### src/rtl/seq_scan_ctrl.sv
// seq_scan_ctrl: frame-level controller for the serial "0 11111 0" detector.
// The host hands over parallel words on a valid/ready handshake. Each word is
// shifted MSB-first into an 8-state Moore detector whose state carries across
// word boundaries within a frame. Matches are counted per frame, and a
// one-cycle done pulse closes each frame.
//
// Ports:
//   clk         rising-edge clock
//   rst         asynchronous, active-high reset
//   start       begins a frame (sampled only while idle)
//   in_valid    in_data/in_last are valid
//   in_data     word to scan, bit WIDTH-1 shifted first
//   in_last     marks the final word of the frame
//   in_ready    controller can accept a word
//   ser_bit     bit currently presented to the detector
//   det_pulse   high for one cycle after the bit that completes a match
//   match_count matches in the current/last frame (saturating)
//   overflow    sticky, a match arrived while the counter was saturated
//   busy        frame in progress
//   done        one-cycle end-of-frame pulse
module seq_scan_ctrl #(
  parameter int WIDTH = 8,
  parameter int CNT_W = 4
) (
  input  logic             clk,
  input  logic             rst,
  input  logic             start,
  input  logic             in_valid,
  input  logic [WIDTH-1:0] in_data,
  input  logic             in_last,
  output logic             in_ready,
  output logic             ser_bit,
  output logic             det_pulse,
  output logic [CNT_W-1:0] match_count,
  output logic             overflow,
  output logic             busy,
  output logic             done
);

  localparam int BW = (WIDTH > 1) ? $clog2(WIDTH) : 1;

  localparam logic [1:0] S_IDLE  = 2'd0;
  localparam logic [1:0] S_WAIT  = 2'd1;
  localparam logic [1:0] S_SHIFT = 2'd2;
  localparam logic [1:0] S_DONE  = 2'd3;

  localparam logic [2:0] D_A = 3'd0;
  localparam logic [2:0] D_B = 3'd1;
  localparam logic [2:0] D_C = 3'd2;
  localparam logic [2:0] D_D = 3'd3;
  localparam logic [2:0] D_E = 3'd4;
  localparam logic [2:0] D_F = 3'd5;
  localparam logic [2:0] D_G = 3'd6;
  localparam logic [2:0] D_H = 3'd7;

  logic [1:0]       state;
  logic [2:0]       det;
  logic [2:0]       det_nxt;
  logic [WIDTH-1:0] sreg;
  logic [BW-1:0]    bitcnt;
  logic             last_q;

  assign ser_bit  = sreg[WIDTH-1];
  assign in_ready = (state == S_WAIT);
  assign busy     = (state == S_WAIT) || (state == S_SHIFT);
  assign done     = (state == S_DONE);

  // Detector next state for the bit currently on ser_bit. Only applied while
  // shifting, so the detector holds across WAIT gaps between words.
  always_comb begin
    det_nxt = D_A;
    case (det)
      D_A: det_nxt = ser_bit ? D_A : D_B;
      D_B: det_nxt = ser_bit ? D_C : D_B;
      D_C: det_nxt = ser_bit ? D_D : D_B;
      D_D: det_nxt = ser_bit ? D_E : D_B;
      D_E: det_nxt = ser_bit ? D_F : D_B;
      D_F: det_nxt = ser_bit ? D_G : D_B;
      D_G: det_nxt = ser_bit ? D_A : D_H;
      D_H: det_nxt = ser_bit ? D_C : D_B;
    endcase
  end

  always_ff @(posedge clk or posedge rst) begin
    if (rst) begin
      state       <= S_IDLE;
      det         <= D_A;
      sreg        <= '0;
      bitcnt      <= '0;
      last_q      <= 1'b0;
      match_count <= '0;
      overflow    <= 1'b0;
      det_pulse   <= 1'b0;
    end else begin
      det_pulse <= 1'b0;
      case (state)
        S_IDLE: begin
          if (start) begin
            det         <= D_A;
            match_count <= '0;
            overflow    <= 1'b0;
            state       <= S_WAIT;
          end
        end
        S_WAIT: begin
          if (in_valid) begin
            sreg   <= in_data;
            last_q <= in_last;
            bitcnt <= BW'(WIDTH - 1);
            state  <= S_SHIFT;
          end
        end
        S_SHIFT: begin
          det    <= det_nxt;
          sreg   <= {sreg[WIDTH-2:0], 1'b0};
          bitcnt <= bitcnt - BW'(1);
          // Counting on entry into H (not on residence) keeps idle cycles
          // parked in H from being counted again.
          if (det_nxt == D_H) begin
            det_pulse <= 1'b1;
            if (&match_count) overflow <= 1'b1;
            else              match_count <= match_count + CNT_W'(1);
          end
          if (bitcnt == '0) state <= last_q ? S_DONE : S_WAIT;
        end
        S_DONE: state <= S_IDLE;
      endcase
    end
  end

endmodule

### config.mk
export PLATFORM = sky130hd
export DESIGN_NAME = seq_scan_ctrl
export DESIGN_NICKNAME = d
export VERILOG_FILES = /design/src/rtl/seq_scan_ctrl.sv
export SDC_FILE = /design/constraint.sdc
export NUM_CORES = 1
export LEC_CHECK = 0
export CORE_ASPECT_RATIO = 0.6
export CORE_MARGIN = 4
export CORE_UTILIZATION = 51
export DETAILED_ROUTE_END_ITERATION = 8
export HOLD_SLACK_MARGIN = 0.06
export MAX_ROUTING_LAYER = met4
export PLACE_DENSITY = 0.77
export SYNTH_ARGS = -nofsm -noshare
export SYNTH_HDL_FRONTEND = slang
export SYNTH_SLANG_ARGS = --single-unit
export TNS_END_PERCENT = 20
### constraint.sdc
create_clock -name clk -period 1.7 [get_ports clk]
set_input_delay 0.34 -clock clk [delete_from_list [all_inputs] [get_ports clk]]
set_output_delay 0.34 -clock clk [all_outputs]
set_load 0.005 [all_outputs]
==> results of run 1 <==
==> report_power, final <==
group / total, uW / internal (uW) / switching, uW
registers: 901 / 737 / 164
clock network: 340 / 167 / 173
logic: 1300 / 639 / 664
total: 2540 / 1540 / 1000
==> registers in the layout (all words and copies together), names as in the netlist <==
register     flops
det_pulse        1
sreg             8
last_q           1
det              3
match_count      4
bitcnt           3
overflow         1
state            2
==> layer usage <==
layer / routed length [um] / share of wire (%) / up-vias
li1: - / - / 514
met2: 1440 / 47 / 41
met1: 1340 / 44 / 519
met4: 57 / 1.9 / 0
met5: 0 / 0 / -
met3: 223 / 7.3 / 6
==> cell usage after synthesis, types with 2 or more instances <==
cell / number
sky130_fd_sc_hd__a31oi_1: 3
sky130_fd_sc_hd__nor2b_1: 4
sky130_fd_sc_hd__and3_1: 2
sky130_fd_sc_hd__nor3b_1: 2
sky130_fd_sc_hd__inv_1: 10
sky130_fd_sc_hd__dfrtp_1: 23
sky130_fd_sc_hd__nand2_1: 4
sky130_fd_sc_hd__nand3_1: 2
sky130_fd_sc_hd__o21ai_0: 3
sky130_fd_sc_hd__buf_2: 2
sky130_fd_sc_hd__nor3_1: 6
sky130_fd_sc_hd__ha_1: 7
sky130_fd_sc_hd__o22ai_1: 7
sky130_fd_sc_hd__mux2_2: 4
sky130_fd_sc_hd__nor2_1: 9
sky130_fd_sc_hd__a21oi_1: 10
==> logic make-up after synthesis <==
group	share of synthesized area [%]
mux	4.43
flops	46.3
xor+xnor	0.704
fa+ha+maj	7.04
buf+inv	5.33
simple gates	17.4
compound gates	18.8
==> critical path, stage by stage (launching register included) <==
cell and delay (ns):
sky130_fd_sc_hd__dfrtp_1 0.42, sky130_fd_sc_hd__inv_2 0.11, sky130_fd_sc_hd__ha_2 0.25, sky130_fd_sc_hd__mux2_2 0.43, sky130_fd_sc_hd__a31oi_1 0.25, sky130_fd_sc_hd__a21oi_1 0.08
==> area by class of cell <==
cell class | instances | area [um^2] | area share [%]
repair buffers | 30 | 278 | 17.3
multi-input cells | 84 | 628 | 39.2
flip-flops and latches | 23 | 578 | 36.0
well taps | 30 | 37.5 | 2.34
inverters | 10 | 37.5 | 2.34
clock buffers | 4 | 45.0 | 2.81
==> final timing paths <==
path | end | slack, ns | cells past startpoint
worst max-delay path | match_count[2] | 0.03 | 5
worst min-delay path | state[0] | 0.41 | 3
worst max register to register | match_count[2] | 0.03 | 5
worst min register to register | sreg[6] | 0.51 | 2
max in group asynchronous | sreg[7] | 1.05 | 3
min in group clk | sreg[6] | 0.51 | 2
==> per-stage QoR <==
stage / cell area (um^2) / hold WS, ns / setup WS [ns]
4_1_cts: 1590 / 0.415 / 0.00716
5_1_grt: 1600 / 0.432 / -0.00503
2_1_floorplan: 1240 / 0.342 / 0.190
3_5_place_dp: 1520 / 0.498 / -0.0277
3_3_place_gp: 1520 / 0.487 / 0.0421
6_report: 1600 / 0.409 / 0.0267
==> what timing repair did <==
| action | 4_1_cts | 5_1_grt |
|---|---|---|
| setup buffers | 2 | 0 |
| gates resized for setup | 9 | 4 |
| cloned | 0 | 0 |
| endpoints found under the setup margin | 7 | 5 |
==> load_flow_metrics.sql, run 1 <==
INSERT INTO impl_metrics (metric_group, metric, value, unit) VALUES
('outcome', 'outcome', 'finished, final reports clean', ''),
('synthesis', 'yosys_register_bits', '23', ''),
('clocking', 'tritoncts', 'built', ''),
('layout', 'count_of_inserted_antenna_diode_cells', '0', ''),
('timing', 'final.period_utilization', '98.4', '%'),
('timing', 'timing.final.max_slew_violations', '0', ''),
('timing', 'worst_slew_margin_rel', '73.6', '%'),
('layout', 'drive_above_1_share', '17.2', '%'),
('setup_path', 'critical_path_peak_fanout', '8', ''),
('route', 'vias', '1080', ''),
('clocking', 'cts-root-buf', 'sky130_fd_sc_hd__clkbuf_8', ''),
('pwr', 'peakVddDrop', '786', 'uV'),
('placed_design', 'io_buffer_count', '22', ''),
('timing', 'fin_worst_skew', '0.00547', 'ns'),
('layout', 'post-route-util', '71.5', '%'),
('route', 'post-route-drc-count', '0', ''),
('route', 'drt_iter0_markers', '72', ''),
('synthesis', 'post_synth_inst_count', '121', ''),
('route', 'antenna_violation_net_count_after_detailed_routing', '0', ''),
('grt', 'met3_usage', '6.10', '%'),
('die', 'floorplan.core_area', '2240', 'um^2'),
('pwr', 'finalPower', '2540', 'uW'),
('synthesis', 'synth_sequential_area_ratio', '46.3', '%'),
('clocking', 'cts.reportedPaths.clkPinSlew', '0.08', 'ns'),
('die', 'floorplan.die.width', '71.8', 'um'),
('synthesis', 'synth.net_count', '141', ''),
('synthesis', 'synth_edf_count', '0', ''),
('synthesis', 'netlist.top_cell.by_area', 'sky130_fd_sc_hd__dfrtp_1', ''),
('synthesis', 'syn-mean-instance-area', '10.3', 'um^2'),
('grt', 'vias_in_the_first_global_route', '1023', ''),
('route', 'vias_per_cell', '5.97', ''),
('clocking', 'htreeDepth', '1', ''),
('die', 'ioPinCount', '23', ''),
('synthesis', 'dominantRegCellSynth', 'sky130_fd_sc_hd__dfrtp_1', ''),
('grt', 'met2_usage', '31.9', '%'),
('die', 'die_height', '46.3', 'um'),
('timing', 'fmax', '598', 'MHz'),
('die', 'initial_utilization', '55.4', '%'),
('timing', 'fin_setup_tns', '0', 'ns'),
('clocking', 'ctsLongestPathBuffers', '2', ''),
('route', 'drt-pass1-iter-count', '4', ''),
('grt', 'antenna_found_initial', '0', ''),
('layout', 'n_fill_cell', '165', ''),
('placed_design', 'finalWeightedCongestion', '0.877', ''),
('placed_design', 'dpl.cell_count', '175', ''),
('clocking', 'numCtsBuffers', '3', ''),
('timing', 'total_setup_violations_reported_at_the_end_of_the_flow', '0', ''),
('setup_path', 'worst_setup_path_end_kind', 'flip-flop', ''),
('synthesis', 'async_flop_share', '100', '%'),
('route', 'detail_route.wirelength', '3.06', 'mm'),
('pwr', 'total_leakage_power', '0.000683', 'uW'),
('clocking', 'holdBufCountCts', '0', ''),
('setup_path', 'crit_path_start', 'state[1]', ''),
('grt', 'grt_pass1_wl', '4.96', 'mm'),
('timing', 'finalHoldViolCount', '0', ''),
('placed_design', 'hpwlAfterDp', '2.21', 'mm'),
('grt', 'global_route.usage.total', '20.7', '%'),
('timing', 'grt_setup_unrepaired', 'yes', ''),
('die', 'fp.dieArea', '3320', 'um^2'),
('grt', 'globalRoute.totalOverflow', '0', ''),
('timing', 'worst_slew_pin_slew', '0.395', 'ns'),
('grt', 'grt_util_met1', '26.9', '%'),
('die', 'fp-row-count', '13', ''),
('setup_path', 'worstPathRequired', '1.84', 'ns'),
('setup_path', 'regToRegStartpoint', 'state[1]', ''),
('grt', 'grt-busiest-layer', 'met2', ''),
('synthesis', 'yosysWarningCount', '0', ''),
('layout', 'area_delta_synth_final', '29.0', '%'),
('synthesis', 'top_area_cells_in_the_synthesized_netlist', 'sky130_fd_sc_hd__dfrtp_1, sky130_fd_sc_hd__ha_1, sky130_fd_sc_hd__a21oi_1', ''),
('grt', 'pin_count_of_the_biggest_net_entering_global_routing', '24', ''),
('clocking', 'clock_sink_count', '23', '');
Note: power is estimated with default switching activity, not from simulation.
==> run 2, diff against run 1 <==
--- a/config.mk
+++ b/config.mk
@@ -5,9 +5,11 @@
 export SDC_FILE = /design/constraint.sdc
 export NUM_CORES = 1
 export LEC_CHECK = 0
+export ABC_AREA = 1
 export CORE_ASPECT_RATIO = 0.6
 export CORE_MARGIN = 4
 export CORE_UTILIZATION = 51
+export CTS_CLUSTER_DIAMETER = 30
 export DETAILED_ROUTE_END_ITERATION = 8
 export HOLD_SLACK_MARGIN = 0.06
 export MAX_ROUTING_LAYER = met4
==> load_flow_metrics.sql, run 2 <==
INSERT INTO impl_metrics (metric_group, metric, value, unit) VALUES
('synthesis', 'synth.net_count', '178', ''),
('timing', 'fmax', '613', 'MHz'),
('die', 'initial_utilization', '56.4', '%'),
('grt', 'globalRoute.totalOverflow', '0', ''),
('synthesis', 'async_flop_share', '100', '%'),
('setup_path', 'crit-reg2reg-capture', 'sreg[6]', ''),
('clocking', 'numCtsBuffers', '3', ''),
('timing', 'finalHoldViolCount', '0', ''),
('die', 'die_height', '46.9', 'um'),
('clocking', 'cts-root-buf', 'sky130_fd_sc_hd__clkbuf_8', ''),
('layout', 'area_delta_synth_final', '27.1', '%'),
('route', 'antenna_violation_net_count_after_detailed_routing', '0', ''),
('grt', 'grt_pass1_wl', '5.27', 'mm'),
('placed_design', 'io_buffer_count', '22', ''),
('flow_run', 'max_cap_viol_count', '0', ''),
('layout', 'drive_above_1_share', '13.7', '%'),
('synthesis', 'yosys_register_bits', '23', ''),
('placed_design', 'hpwlAfterDp', '2.47', 'mm'),
('pwr', 'pwr-share-seq', '35.4', '%'),
('clocking', 'clock_latency_late_sink', '0.27', 'ns'),
('layout', 'mostFrequentLayoutCells', 'sky130_fd_sc_hd__nand2_1, sky130_fd_sc_hd__dfrtp_1, sky130_fd_sc_hd__inv_1, sky130_fd_sc_hd__clkdlybuf4s50_1, sky130_fd_sc_hd__nor2_1', ''),
('timing', 'fin_worst_skew', '0.00502', 'ns'),
('setup_path', 'crit_type', 'flip-flop to output port', ''),
('pwr', 'p_int', '1400', 'uW'),
('die', 'fp.dieArea', '3410', 'um^2'),
('route', 'routedWlPerCell', '14.9', 'um'),
('synthesis', 'synthMostInstantiatedCell', 'sky130_fd_sc_hd__nand2_1', ''),
('grt', 'vias_in_the_first_global_route', '1200', ''),
('pwr', 'peakVddDrop', '802', 'uV'),
('synthesis', 'syn-mean-instance-area', '8.13', 'um^2'),
('setup_path', 'cp.arrival', '1.29', 'ns'),
('grt', 'antenna_found_initial', '0', ''),
('pwr', 'p_per_area', '1470', 'nW/um^2'),
('die', 'floorplan.core_area', '2280', 'um^2'),
('pwr', 'finalPower', '2400', 'uW'),
('setup_path', 'regToRegStartpoint', 'state[0]', ''),
('synthesis', 'synth_sequential_area_ratio', '44.8', '%'),
('layout', 'layout.cells.most_common', 'sky130_fd_sc_hd__nand2_1', ''),
('route', 'vias', '1199', ''),
('setup_path', 'reg2reg_setup_slack', '0.14', 'ns'),
('timing', 'worst_slew_pin_slew', '0.299', 'ns'),
('route', 'vias_per_cell', '5.45', ''),
('pwr', 'power_frac_clock', '14.4', '%'),
('clocking', 'ctsLongestPathBuffers', '2', ''),
('grt', 'pin_count_of_the_biggest_net_entering_global_routing', '24', ''),
('timing', 'grt_setup_unrepaired', 'no', ''),
('synthesis', 'netlist.top_cell.by_area', 'sky130_fd_sc_hd__dfrtp_1', ''),
('synthesis', 'synth_edf_count', '0', ''),
('layout', 'max_flop_register', 'sreg', ''),
('timing', 'final.min_clock_period', '1.63', 'ns'),
('synthesis', 'yosysWarningCount', '0', ''),
('route', 'dr.max_layer_used', 'met4', ''),
('min_path', 'hold_path_class', 'primary input to async pin', ''),
('timing', 'final.period_utilization', '95.9', '%'),
('route', 'drt-pass1-iter-count', '4', ''),
('timing', 'worst_slew_margin_rel', '80.1', '%'),
('pwr', 'power_switching_share', '41.8', '%'),
('placed_design', 'post-place-ws', '-0.0492', 'ns'),
('outcome', 'outcome', 'finished, final reports clean', ''),
('clocking', 'cts.reportedPaths.clkPinSlew', '0.09', 'ns'),
('synthesis', 'top_area_cells_in_the_synthesized_netlist', 'sky130_fd_sc_hd__dfrtp_1, sky130_fd_sc_hd__nand2_1, sky130_fd_sc_hd__ha_1', ''),
('placed_design', 'finalWeightedCongestion', '0.862', ''),
('layout', 'design.final.nets', '211', ''),
('pwr', 'total_leakage_power', '0.000788', 'uW'),
('route', 'detail_route.wirelength', '3.28', 'mm'),
('pwr', 'total_switching_power', '1000', 'uW'),
('grt', 'global_route.usage.total', '22.0', '%'),
('route', 'detail_route.wirelength.met1', '1.48', 'mm'),
('clocking', 'htreeDepth', '1', ''),
('synthesis', 'synth_top_cells_by_count', 'sky130_fd_sc_hd__nand2_1, sky130_fd_sc_hd__dfrtp_1, sky130_fd_sc_hd__inv_1, sky130_fd_sc_hd__nor2_1, sky130_fd_sc_hd__nand3_1', ''),
('synthesis', 'distinct_cells_synth', '25', ''),
('die', 'floorplan.die.width', '72.8', 'um'),
('synthesis', 'dominantRegCellSynth', 'sky130_fd_sc_hd__dfrtp_1', ''),
('route', 'met2_wirelength_from_detailed_routing', '1.54', 'mm'),
('die', 'fp-row-count', '13', ''),
('timing', 'final_critical_path_setup_slack', '0.0690', 'ns'),
('layout', 'count_of_inserted_antenna_diode_cells', '0', ''),
('clocking', 'tritoncts', 'built', ''),
('timing', 'timing.final.max_slew_violations', '0', ''),
('synthesis', 'synthDominantCellAreaShare', '44.8', '%'),
('timing', 'total_setup_violations_reported_at_the_end_of_the_flow', '0', ''),
('synthesis', 'post_synth_inst_count', '158', ''),
('setup_path', 'r2r.worst_path.cells', '7', ''),
('setup_path', 'worst_setup_path_end_kind', 'output port', ''),
('setup_path', 'critical_path_peak_fanout', '4', ''),
('setup_path', 'worstSetupStartpointType', 'flip-flop', ''),
('synthesis', 'synthesis.area', '1280', 'um^2'),
('route', 'drt_iter0_markers', '67', ''),
('route', 'routed-wl-met3', '196', 'um'),
('layout', 'largest_register_ff_count', '8', ''),
('setup_path', 'worstPathRequired', '1.36', 'ns'),
('clocking', 'clock_sink_count', '23', ''),
('layout', 'largest_registers', 'sreg (8), match_count (4)', ''),
('route', 'post-route-drc-count', '0', ''),
('pwr', 'power_frac_comb', '50.2', '%'),
('die', 'ioPinCount', '23', '');
==> run 2: cell types whose count changed in the layout (fill, tap and decap cells not counted), moves of 3 or more <==
cell / before / now
sky130_fd_sc_hd__inv_1: 8 / 20
sky130_fd_sc_hd__a31oi_1: 3 / 7
sky130_fd_sc_hd__a21oi_1: 10 / 2
sky130_fd_sc_hd__nor2_1: 9 / 16
sky130_fd_sc_hd__nand3_1: 2 / 10
sky130_fd_sc_hd__nor3_1: 6 / 2
sky130_fd_sc_hd__nand2_1: 4 / 43
sky130_fd_sc_hd__nand2_2: 0 / 4
sky130_fd_sc_hd__nor2b_1: 4 / 0
sky130_fd_sc_hd__o22ai_1: 7 / 0
sky130_fd_sc_hd__nand4_1: 0 / 3
sky130_fd_sc_hd__mux2_2: 4 / 1
==> run 2: kinds of logic after synthesis <==
logic type	after synthesis	share of synthesized area, %
xor gates and xnor gates	1	0.682
adders and majority gates	7	6.82
AOI/OAI and AO/OA	17	8.76
DFF	23	44.8
muxes	1	0.876
and+or+nand+nor	84	29.8
buffers and inverters	25	8.28
==> run 2: final cells by class <==
type | instances | area, um^2
fillers | 183 | 644
multi-input cells | 110 | 606
flip-flops and latches | 23 | 577
repair buffers | 31 | 284
inverters | 22 | 82.6
clock buffers | 3 | 41.3
well taps | 30 | 37.5
clock inverters | 1 | 5.00
==> run 2: worst max-delay path by stage <==
stage | start | to | slack (ns) | cells past startpoint
5_1_grt | match_count[0] | match_count[0] | 0.04 | 1
4_1_cts | state[0] | sreg[0] | 0.007 | 7
3_5_place_dp | state[0] | sreg[0] | -0.05 | 7
6_report | state[0] | busy | 0.07 | 3
2_1_floorplan | state[1] | sreg[1] | 0.35 | 7
3_3_place_gp | state[0] | sreg[0] | 0.10 | 7
==> run 2: what timing repair did <==
| item | CTS | global route |
|---|---|---|
| setup endpoints to repair | 8 | 15 |
| gates cloned | 0 | 0 |
| setup buffers | 2 | 3 |
| pin swaps | 0 | 1 |
| resized for setup | 4 | 2 |
| hold buffers | 0 | 0 |
==> run 2: through the flow <==
stage	cell area [um^2]	util, %	cells	hold WS (ns)	setup TNS (ns)
detailed placement	1550	68.0	211	0.508	-0.118
global placement	1550	68.0	211	0.491	0
floorplan	1280	-	158	0.342	0
finish	1630	71.7	220	0.413	0
global route	1630	71.7	220	0.445	0
CTS	1610	70.5	217	0.424	0
==> run 2: per-layer routing <==
layer / global-route usage, % / vias to the layer above
met3: 6.20 / 8
li1: - / 574
met2: 35.1 / 43
met4: 10.7 / 0
met5: - / -
met1: 26.1 / 574
==> run 2: critical path: stages (launching register included) <==
cell	delay (ns)
sky130_fd_sc_hd__dfrtp_1	0.39
sky130_fd_sc_hd__inv_2	0.07
sky130_fd_sc_hd__ha_1	0.29
sky130_fd_sc_hd__dlygate4sd2_1	0.27
==> run 2: power by group through the flow <==
stage / Sequential, uW / Clock [uW] / Combinational (uW)
2_1_floorplan: 824 / 0 / 779
3_3_place_gp: 852 / 0 / 1030
3_5_place_dp: 866 / 0 / 1120
4_1_cts: 844 / 352 / 1140
5_1_grt: 866 / 378 / 1330
6_report: 849 / 346 / 1200
==> edit 1, RTL diff (config.mk and constraints of run 2) <==
Set the parameter `WIDTH` to 32 (it was 8).
--- a/src/rtl/seq_scan_ctrl.sv
+++ b/src/rtl/seq_scan_ctrl.sv
@@ -20,5 +20,5 @@
 //   done        one-cycle end-of-frame pulse
 module seq_scan_ctrl #(
-  parameter int WIDTH = 8,
+  parameter int WIDTH = 32,
   parameter int CNT_W = 4
 ) (
Interface: changed (resized in_data); port bits go from 23 to 47. No check against the original RTL was run, so the function may have changed too.
==> edit 1 against run 2 <==
  * Non-clock buffer count rose by 26
  * Total power grew 110%
  * Cell area is 97% higher
  * Core utilization shrank 3.1 points
  * First-iteration DRC count is 99% higher
  * Setup slack got worse by 0.066 ns
  * Synthesized area is 96% higher
  * Register-to-register slack got worse by 0.02 ns
  * Sequential cell count up 26
  * Wire length increased by 62%
  * Largest power group unchanged
  * Highest routed layer unchanged
==> edit 1: results (changes against run 2) <==
Number of combinational gates with multiple inputs -> 236 (was 110)
Fin nets -> 414 (was 211)
Met2 track utilization from global routing -> 0.276 (was 0.351)
Commonest cells in the netlist -> nand2_1, dfrtp_1, nor2_1 (was nand2_1, dfrtp_1, inv_1)
Met1 demand-to-capacity share in global routing -> 0.274 (was 0.261)
Largest net degree at the start of global routing -> 50 (was 24)
Sequential group power -> 1.99 mW (was 0.849 mW)
Average detailed-routed wire length per instance -> 12.3 µm (was 14.9 µm)
Run status -> finished clean (unchanged)
Total area of multi-input combinational cells -> 0.00112 mm² (was 606 µm²)
Clock buf count -> 5 (was 3)
Inverter count -> 21 (was 22)
Largest registers ranked by flip-flop count -> sreg: 32 flops, bitcnt: 5 flops, match_count: 4 flops (was sreg: 8 flops, match_count: 4 flops)
Violation count after the first detailed-routing iteration -> 133 (was 67)
Total non-filler cell area in the finished layout -> 0.00321 mm² (was 0.00163 mm²)
Vias in the first global route -> 2,115 (was 1,200)
Max transition margin -> 0.812 (was 0.801)
Area of all sequential standard cells -> 0.00123 mm² (was 577 µm²)
Global-route wire length before repair -> 9480 µm (was 5270 µm)
Clk Latency, worst-skew pair -> 0.31 ns (was 0.27 ns)
Total length of routed wires -> 5320 µm (was 3280 µm)
Clock buf/inv share -> 0.0358 (was 0.0284)
Maximum clock skew at final layout -> 0.00820 ns (was 0.00502 ns)
Share of final-layout standard cells stronger than drive strength 1 -> 0.0889 (was 0.137)
Floorplan die area -> 0.00617 mm² (was 0.00341 mm²)
Area contributors post-synth -> dfrtp_1, nand2_1, a31oi_1 (was dfrtp_1, nand2_1, ha_1)
Largest fanout on the critical path -> 3 (was 4)
CP Data Arrival Time -> 1.36 ns (was 1.29 ns)
edit 1: what timing repair did:
item | in CTS | in global routing
buffers inserted | 1 | 0
endpoints found under the hold margin | 0 | 0
cloned | 0 | 0
resized for setup | 4 | 5
setup endpoints to repair | 3 | 6
edit 1: path summary, 6_finish.rpt:
check / end / slack, ns / cells past startpoint
hold / removal: sreg[21]$_DFFE_PP0P_ / 0.39 / 3
hold reg to reg: overflow$_DFFE_PP0P_ / 0.51 / 2
max in group asynchronous: sreg[31]$_DFFE_PP0P_ / 1.07 / 3
min in group clk: overflow$_DFFE_PP0P_ / 0.51 / 2
setup reg to reg: sreg[24]$_DFFE_PP0P_ / 0.12 / 7
setup / recovery: busy / 0.003 / 3
edit 1: cell families after synthesis:
group,share of synthesized area
muxes,0.00447
and+or+nand+nor,0.300
AOI/OAI and AO/OA,0.0993
buffers and inverters,0.0754
adders and majority gates,0.0347
DFF,0.486
==> edit 2, RTL diff (flow settings as in run 2) <==
Without the edit above. Register the output `overflow` once more, cleared by the reset; this adds one clock of latency there. The other outputs are not delayed to match.
--- a/src/rtl/seq_scan_ctrl.sv
+++ b/src/rtl/seq_scan_ctrl.sv
@@ -54,4 +54,6 @@
   localparam logic [2:0] D_H = 3'd7;
 
+  logic overflow_s0;
+
   logic [1:0]       state;
   logic [2:0]       det;
@@ -90,5 +92,5 @@
       last_q      <= 1'b0;
       match_count <= '0;
-      overflow    <= 1'b0;
+      overflow_s0 <= 1'b0;
       det_pulse   <= 1'b0;
     end else begin
@@ -99,5 +101,5 @@
             det         <= D_A;
             match_count <= '0;
-            overflow    <= 1'b0;
+            overflow_s0 <= 1'b0;
             state       <= S_WAIT;
           end
@@ -119,5 +121,5 @@
           if (det_nxt == D_H) begin
             det_pulse <= 1'b1;
-            if (&match_count) overflow <= 1'b1;
+            if (&match_count) overflow_s0 <= 1'b1;
             else              match_count <= match_count + CNT_W'(1);
           end
@@ -129,4 +131,12 @@
   end
 
+  always_ff @(posedge clk or posedge rst) begin
+    if (rst) begin
+      overflow <= '0;
+    end else begin
+      overflow <= overflow_s0;
+    end
+  end
+
 endmodule
 
Check against the original RTL: no difference found for any inputs over 10 cycles, from zero or initial values and one cycle with rst high; that may be too few to reach the edited logic, so the function may still have changed.
==> edit 2 against run 2 <==
  * Synthesized area up 2.0%
  * Cell area up 2.2%
  * Total power up 1.7%
  * Via count down 3.8%
  * Sequential cell count up 1
  * Non-clock buffer count down 1
  * Wire length down 12%
  * Setup slack worse by 0.0013 ns
  * Largest power group unchanged
==> edit 2: results (changes against run 2) <==
Run status -> finished clean (unchanged)
Metal1 wirelength -> 1380 µm (was 1480 µm)
Measured slew at the worst slew-check pin -> 0.310 ns (was 0.299 ns)
Largest fanout on the critical path -> 7 (was 4)
Critical Path Start -> match_count[2]$_DFFE_PP0P_ (was state[0]$_DFFE_PP0P_)
Destination of the worst register-to-register timing path -> match_count[3]$_DFFE_PP0P_ (was sreg[6]$_DFFE_PP0P_)
Vias in the first global route -> 1,116 (was 1,200)
Maximum clock skew at final layout -> 0.00281 ns (was 0.00502 ns)
Multiplexer fraction of the synthesized cell area -> 0.00859 (was 0.00876)
Startpoint of the worst register-to-register path -> state[1]$_DFFE_PP0P_ (was state[0]$_DFFE_PP0P_)
Met1 demand-to-capacity share in global routing -> 0.250 (was 0.261)
Cell count after synthesis -> 161 (was 158)
Commonest cells in the netlist -> nand2_1, dfrtp_1, inv_1 (unchanged)
Hpwl dp -> 2190 µm (was 2470 µm)
Fraction of met3 tracks used by global routing -> 0.0534 (was 0.0620)
Adder-Cell Fraction of Synth Area -> 0.0668 (was 0.0682)
Share of final-layout standard cells stronger than drive strength 1 -> 0.115 (was 0.137)
Synth Area in Compound Gates -> 0.0897 (was 0.0876)
Area contributors post-synth -> dfrtp_1, nand2_1, ha_1 (unchanged)
Violation count after the first detailed-routing iteration -> 68 (was 67)
Largest net degree at the start of global routing -> 25 (was 24)
Average detailed-routed wire length per instance -> 13.0 µm (was 14.9 µm)
Met2 track utilization from global routing -> 0.322 (was 0.351)
Fin nets -> 213 (was 211)
Post-CTS Setup Bufs -> 1 (was 2)
Min-Delay Path Class -> flop to flop (was primary input to async pin)
Number of placed instances with taps included -> 215 (was 211)
Post-layout min period -> 1.63 ns (about the same)
Count of distinct cell types in the synthesized netlist -> 24 (was 25)
Worst setup path endpoint -> match_count[2] (was busy)
Reg-to-reg slack, setup -> 0.16 ns (was 0.14 ns)
Global-route wire length before repair -> 4990 µm (was 5270 µm)
Pre-CTS setup slack -> 0.112 ns (was -0.0492 ns)
Share of synthesized area occupied by flip-flops and latches -> 0.458 (was 0.448)
Leakage power -> 0.816 nW (was 0.788 nW)
## edit 2: stage by stage
stage	hold WS (ns)	instance area, µm²	util
6_report	0.378	1670	0.723
5_1_grt	0.401	1670	0.723
4_1_cts	0.380	1640	0.711
3_5_place_dp	0.360	1580	0.685
3_3_place_gp	0.364	1580	0.685
2_1_floorplan	0.354	1310	-
## edit 2: logic make-up after synthesis
logic type               after synthesis
AO/OA/AOI/OAI                         18
adder cells (fa/ha/maj)                7
buffers and inverters                 26
flip-flops                            24
multiplexers                           1
AND/OR/NAND/NOR                       85
## edit 2: cell type report
cell class,count,area (µm²)
fill,175,641
sequential,24,601
multi-input combinational,111,601
timing repair buffer,30,289
inverter,23,86.3
clock buffer,4,55.1
tap,30,37.5
## edit 2: power breakdown
part / internal (mW) / total (mW) / switching (mW)
logic: 0.519 / 1.21 / 0.687
clock network: 0.207 / 0.380 / 0.173
registers: 0.754 / 0.855 / 0.101
